<file path="src/rtl/mul_share_arbiter.sv">
// Round-robin arbiter sharing one AXI-stream multiplier between NUM_REQ requesters,
// with an in-order tag FIFO. Optional per-requester grant counters: MUL_ARB_STATS_EN.
module mul_share_arbiter #(
    parameter int NUM_REQ = 4,
    parameter int DATA_W  = 32,
    parameter int MAX_OUT = 4
) (
    input  logic                        clk,
    input  logic                        arst,
    input  logic [NUM_REQ*DATA_W-1:0]   s_req_a_tdata,
    input  logic [NUM_REQ*DATA_W-1:0]   s_req_b_tdata,
    input  logic [NUM_REQ-1:0]          s_req_tvalid,
    output logic [NUM_REQ-1:0]          s_req_tready,
    output logic [DATA_W-1:0]           m_mul_a_tdata,
    output logic [DATA_W-1:0]           m_mul_b_tdata,
    output logic                        m_mul_tvalid,
    input  logic                        m_mul_tready,
    input  logic [2*DATA_W-1:0]         s_mul_tdata,
    input  logic                        s_mul_tvalid,
    output logic                        s_mul_tready,
    output logic [2*DATA_W-1:0]         m_rsp_tdata,
    output logic [$clog2(NUM_REQ)-1:0]  m_rsp_tid,
    output logic                        m_rsp_tvalid,
    input  logic                        m_rsp_tready,
    output logic                        err_orphan,
    output logic [NUM_REQ*16-1:0]       grant_cnt
);
    localparam int ID_W = $clog2(NUM_REQ);
    localparam int AW   = (MAX_OUT > 1) ? $clog2(MAX_OUT) : 1;
    localparam int CW   = $clog2(MAX_OUT) + 1;

    // Every stream transfers on a cycle where tvalid && tready; a source holds
    // its payload stable from tvalid rising until that transfer.
    logic [ID_W-1:0]    ptr;
    logic [CW-1:0]      out_cnt;
    logic [ID_W-1:0]    tag_mem [MAX_OUT];
    logic [AW-1:0]      wr_ptr;
    logic [AW-1:0]      rd_ptr;

    logic               slot_free;
    logic               credit;
    logic               prod_acc;
    logic               prod_pop;
    logic               req_acc;
    logic [NUM_REQ-1:0] grant;
    logic [ID_W-1:0]    gnt_id;
    logic [ID_W-1:0]    idx;
    logic               found;

    function automatic logic [AW-1:0] next_ptr(input logic [AW-1:0] p);
        return (p == AW'(MAX_OUT - 1)) ? '0 : p + 1'b1;
    endfunction

    assign slot_free    = !m_mul_tvalid || m_mul_tready;
    assign s_mul_tready = !m_rsp_tvalid || m_rsp_tready;
    assign prod_acc     = s_mul_tvalid && s_mul_tready;
    // out_cnt always equals the tag FIFO occupancy, so it doubles as the empty test.
    assign prod_pop     = prod_acc && (out_cnt != '0);
    assign credit       = (out_cnt < CW'(MAX_OUT)) || prod_pop;

    always_comb begin
        grant  = '0;
        gnt_id = '0;
        found  = 1'b0;
        idx    = '0;
        if (slot_free && credit) begin
            for (int k = 0; k < NUM_REQ; k++) begin
                idx = ptr + ID_W'(k);
                if (!found && s_req_tvalid[idx]) begin
                    found       = 1'b1;
                    gnt_id      = idx;
                    grant[idx]  = 1'b1;
                end
            end
        end
    end

    assign s_req_tready = arst ? '0 : grant;
    assign req_acc      = |s_req_tready;

    always_ff @(posedge clk or posedge arst) begin
        if (arst) begin
            ptr           <= '0;
            out_cnt       <= '0;
            wr_ptr        <= '0;
            rd_ptr        <= '0;
            m_mul_tvalid  <= 1'b0;
            m_mul_a_tdata <= '0;
            m_mul_b_tdata <= '0;
            m_rsp_tvalid  <= 1'b0;
            m_rsp_tdata   <= '0;
            m_rsp_tid     <= '0;
            err_orphan    <= 1'b0;
            for (int i = 0; i < MAX_OUT; i++) tag_mem[i] <= '0;
        end else begin
            if (req_acc) begin
                m_mul_tvalid    <= 1'b1;
                m_mul_a_tdata   <= s_req_a_tdata[gnt_id*DATA_W +: DATA_W];
                m_mul_b_tdata   <= s_req_b_tdata[gnt_id*DATA_W +: DATA_W];
                ptr             <= gnt_id + 1'b1;
                tag_mem[wr_ptr] <= gnt_id;
                wr_ptr          <= next_ptr(wr_ptr);
            end else if (slot_free) begin
                m_mul_tvalid <= 1'b0;
            end

            if (prod_pop) rd_ptr <= next_ptr(rd_ptr);

            if (req_acc && !prod_pop)      out_cnt <= out_cnt + 1'b1;
            else if (!req_acc && prod_pop) out_cnt <= out_cnt - 1'b1;

            if (s_mul_tready) begin
                m_rsp_tvalid <= prod_pop;
                if (prod_pop) begin
                    m_rsp_tdata <= s_mul_tdata;
                    m_rsp_tid   <= tag_mem[rd_ptr];
                end
            end

            if (prod_acc && (out_cnt == '0)) err_orphan <= 1'b1;
        end
    end

`ifdef MUL_ARB_STATS_EN
    logic [15:0] cnt_q [NUM_REQ];

    always_ff @(posedge clk or posedge arst) begin
        if (arst) begin
            for (int i = 0; i < NUM_REQ; i++) cnt_q[i] <= '0;
        end else begin
            for (int i = 0; i < NUM_REQ; i++) begin
                if (s_req_tready[i] && s_req_tvalid[i] && cnt_q[i] != 16'hFFFF)
                    cnt_q[i] <= cnt_q[i] + 16'd1;
            end
        end
    end

    for (genvar gi = 0; gi < NUM_REQ; gi++) begin : g_cnt
        assign grant_cnt[gi*16 +: 16] = cnt_q[gi];
    end
`else
    assign grant_cnt = '0;
`endif

endmodule

</file>
<file path="config.mk">
export PLATFORM = sky130hd
export DESIGN_NAME = mul_share_arbiter
export DESIGN_NICKNAME = d
export VERILOG_FILES = /design/src/rtl/mul_share_arbiter.sv
export SDC_FILE = /design/constraint.sdc
export NUM_CORES = 1
export LEC_CHECK = 0
export CELL_PAD_IN_SITES_DETAIL_PLACEMENT = 0
export CELL_PAD_IN_SITES_GLOBAL_PLACEMENT = 2
export CORE_AREA = 2 2 206 208
export CTS_CLUSTER_DIAMETER = 150
export DETAILED_ROUTE_END_ITERATION = 7
export DIE_AREA = 0 0 208 210
export PLACE_DENSITY = 0.84
export RECOVER_POWER = 25
export SLEW_MARGIN = 20
export SYNTH_ARGS = -nofsm -noshare
export SYNTH_HDL_FRONTEND = slang
export SYNTH_SLANG_ARGS = --single-unit
</file>
<file path="constraint.sdc">
create_clock -name clk -period 6.3 [get_ports clk]
set_input_delay 0.945 -clock clk [delete_from_list [all_inputs] [get_ports clk]]
set_output_delay 0.945 -clock clk [all_outputs]
set_load 0.02 [all_outputs]
</file>
==> impl_metrics.toml <==
[global_route]
grt.overflow.total = 0
grt_pass1_vias = 7088
track_usage_pct = 13.46
grt_first_pass_wirelength_microns = 44150
grt_antenna_before_repair = 2
grt_max_degree = 73

[floorplan]
io_pins = 531
dieArea_sq_um = 43680
die_w_microns = 208
start_util_pct = 20.48
fp.coreArea_sq_um = 41480
rows = 75
die_h_microns = 210

[layout]
area_growth_pct = 65.89
final_core_util_pct = 33.98
nNetsFinal = 1390
num_antenna_cells = 0
final_cells = 1598
drive_above_1_share_pct = 20.30

[synthesis]
synth_area_leaders = "dfrtp_1, mux4_2, mux2_2"
ys_seq_area_share_pct = 44.18
synth_top_cell_by_area = "dfrtp_1"
synth_cells = 588
ys_ff_latch = 150
synthFlopType = "dfrtp_1"
netlist_area_sq_um = 8496
synth_top_area_share_pct = 44.18
synth_cell_types = 46
synth_common_cells = "dfrtp_1, mux2_2, mux4_2"
synthArstFlopShare_pct = 100.0
synth-edff-count = 0
ys_warn_count = 0
synth_most_common_cell = "dfrtp_1"
avgSynthCellArea_sq_um = 14.45

[clock_network]
postCtsHoldBufs = 0
tritoncts = "yes"
cts_resized = 0
cts_setup_buffers = 0
insertion_delay_ps = 440
cts.sinks = 150
h-tree-depth = 4
cts_buffer_depth = 2
path_clk_slew_ps = 60
numCtsBuffers = 17
root_buffer = "clkbuf_16"

[timing]
timing.final.crit_share_pct = 74.61
tns_ps = 0
finalHoldViolations = 0
finalCriticalPeriod_ps = 4700
fmax_mhz = 212.8
setup_ws_ps = 1600
worst_slew_margin_rel_pct = -116.9
worstMarginPinSlew_ps = 3254
finalMaxSlewViolations = 115
skew_ps = 12.09
rsz0062_at_grt = "no"
finalSetupViolCount = 0

[setup_path]
cp.arrival_ps = 3760
endpoint_kind = "output port"
crit_type = "flop to output port"
cp_data_required_time_ps = 5350
worstSetupStartpointType = "flop"
path_max_fanout = 12

[detailed_routing]
vias = 6568
viasPerCell = 4.110
drc = 0
routed_wl_microns = 29700
wl_per_cell_microns = 18.59
dr.pass1.iters = 6
dr.first_iter.drc_count = 254
drtAntennaViolNets = 0

[placed_design]
dpl_worst_slack_ps = 1495
gp_congestion = 0.7712
placedCellCount = 1566
io_buffers = 466
dp_hpwl_microns = 23870

[run]
cap_violations = 2

[status]
failed_checks = "max-capacitance violations, max-slew violations"
status = "complete, but fails checks"

[power_and_ir_drop]
powerDensity_nw_per_um2 = 476.3
ir_drop_uv = 181.0
p_leak_nw = 5.676
power_mw = 6.713

[min_path]
hold_class = "flop to flop"
per-layer routing:
layer  global-route usage [%]  wire [microns]  up-vias
met5                        0              27        -
met4                    3.815             383        4
met3                    4.559            2367       25
met2                    24.30           15740      319
met1                    15.03           11180     3248
li1                         -               -     2972
through the flow:
step / instance area, sq um / hold WS, ps
4_1_cts: 14100 / 487.4
5_1_grt: 14090 / 496.9
2_1_floorplan: 8732 / 457.2
6_report: 14090 / 477.4
3_5_place_dp: 13500 / 469.7
3_3_place_gp: 13500 / 464.3
layout make-up:
type	count	area [sq um]
clock inverter	12	142.6
tap	539	674.4
fill	4184	27380
sequential	150	3754
clock buffer	20	456.7
multi-input combinational	385	4257
inverter	16	65.06
timing repair buffer	476	4745
worst max-delay path: stages (launching register included):
cell and delay, ps:
dfrtp_1 620, inv_1 200, ha_1 510, mux2_2 430, and3_1 190, a2111oi_1 480
nor2_1 140, a21oi_1 150, nor2_1 50, clkdlybuf4s50_1 530
registers in the layout, summed over array words and instances (netlist names):
name           flops
ptr                2
m_mul_a_tdata     32
rd_ptr             2
m_rsp_tvalid       1
m_mul_b_tdata     32
m_rsp_tdata       64
wr_ptr             2
out_cnt            3
m_mul_tvalid       1
tag_mem            8
m_rsp_tid          2
err_orphan         1
worst paths after layout:
| path | start | endpoint | slack, ps | cells past startpoint |
|---|---|---|---|---|
| min | err_orphan$_DFFE_PP0P_ | err_orphan$_DFFE_PP0P_ | 480 | 1 |
| max in group asynchronous | arst | m_mul_b_tdata[1]$_DFFE_PP0P_ | 1840 | 3 |
| min in group asynchronous | arst | m_rsp_tdata[9]$_DFFE_PP0P_ | 1010 | 2 |
| max | ptr[1]$_DFFE_PP0P_ | s_req_tready[2] | 1600 | 9 |
| min reg2reg | err_orphan$_DFFE_PP0P_ | err_orphan$_DFFE_PP0P_ | 480 | 1 |
| max reg2reg | ptr[1]$_DFFE_PP0P_ | m_mul_a_tdata[3]$_DFFE_PP0P_ | 1760 | 10 |
logic make-up after synthesis:
kind of cell / after synthesis / synth area share, %
compound gates: 33 / 3.093
xor+xnor: 4 / 0.4124
fa+ha+maj: 15 / 2.298
buf+inv: 116 / 8.778
flops: 150 / 44.18
mux: 219 / 37.98
other cells: 1 / 0.04414
simple gates: 50 / 3.211
where the power goes:
| part | internal, mW | switching [mW] | leakage [nW] |
|---|---|---|---|
| combinational | 2.10 | 1.83 | 3.63 |
| sequential | 1.45 | 0.279 | 1.76 |
| clock | 0.612 | 0.444 | 0.286 |
| total | 4.16 | 2.55 | 5.68 |
placed cells by master, fill, tap and decap left out, types with 8 or more instances in the layout:
cell and n:
mux4_2 69, clkdlybuf4s50_1 464, ha_1 14, inv_1 15
conb_1 64, mux2i_1 13, a21oi_1 9, mux2_2 99
nand2_1 8, dfrtp_1 150, nor2_1 9, clkbuf_16 17
mux2_1 38
Power figures use the tool's default switching activity.
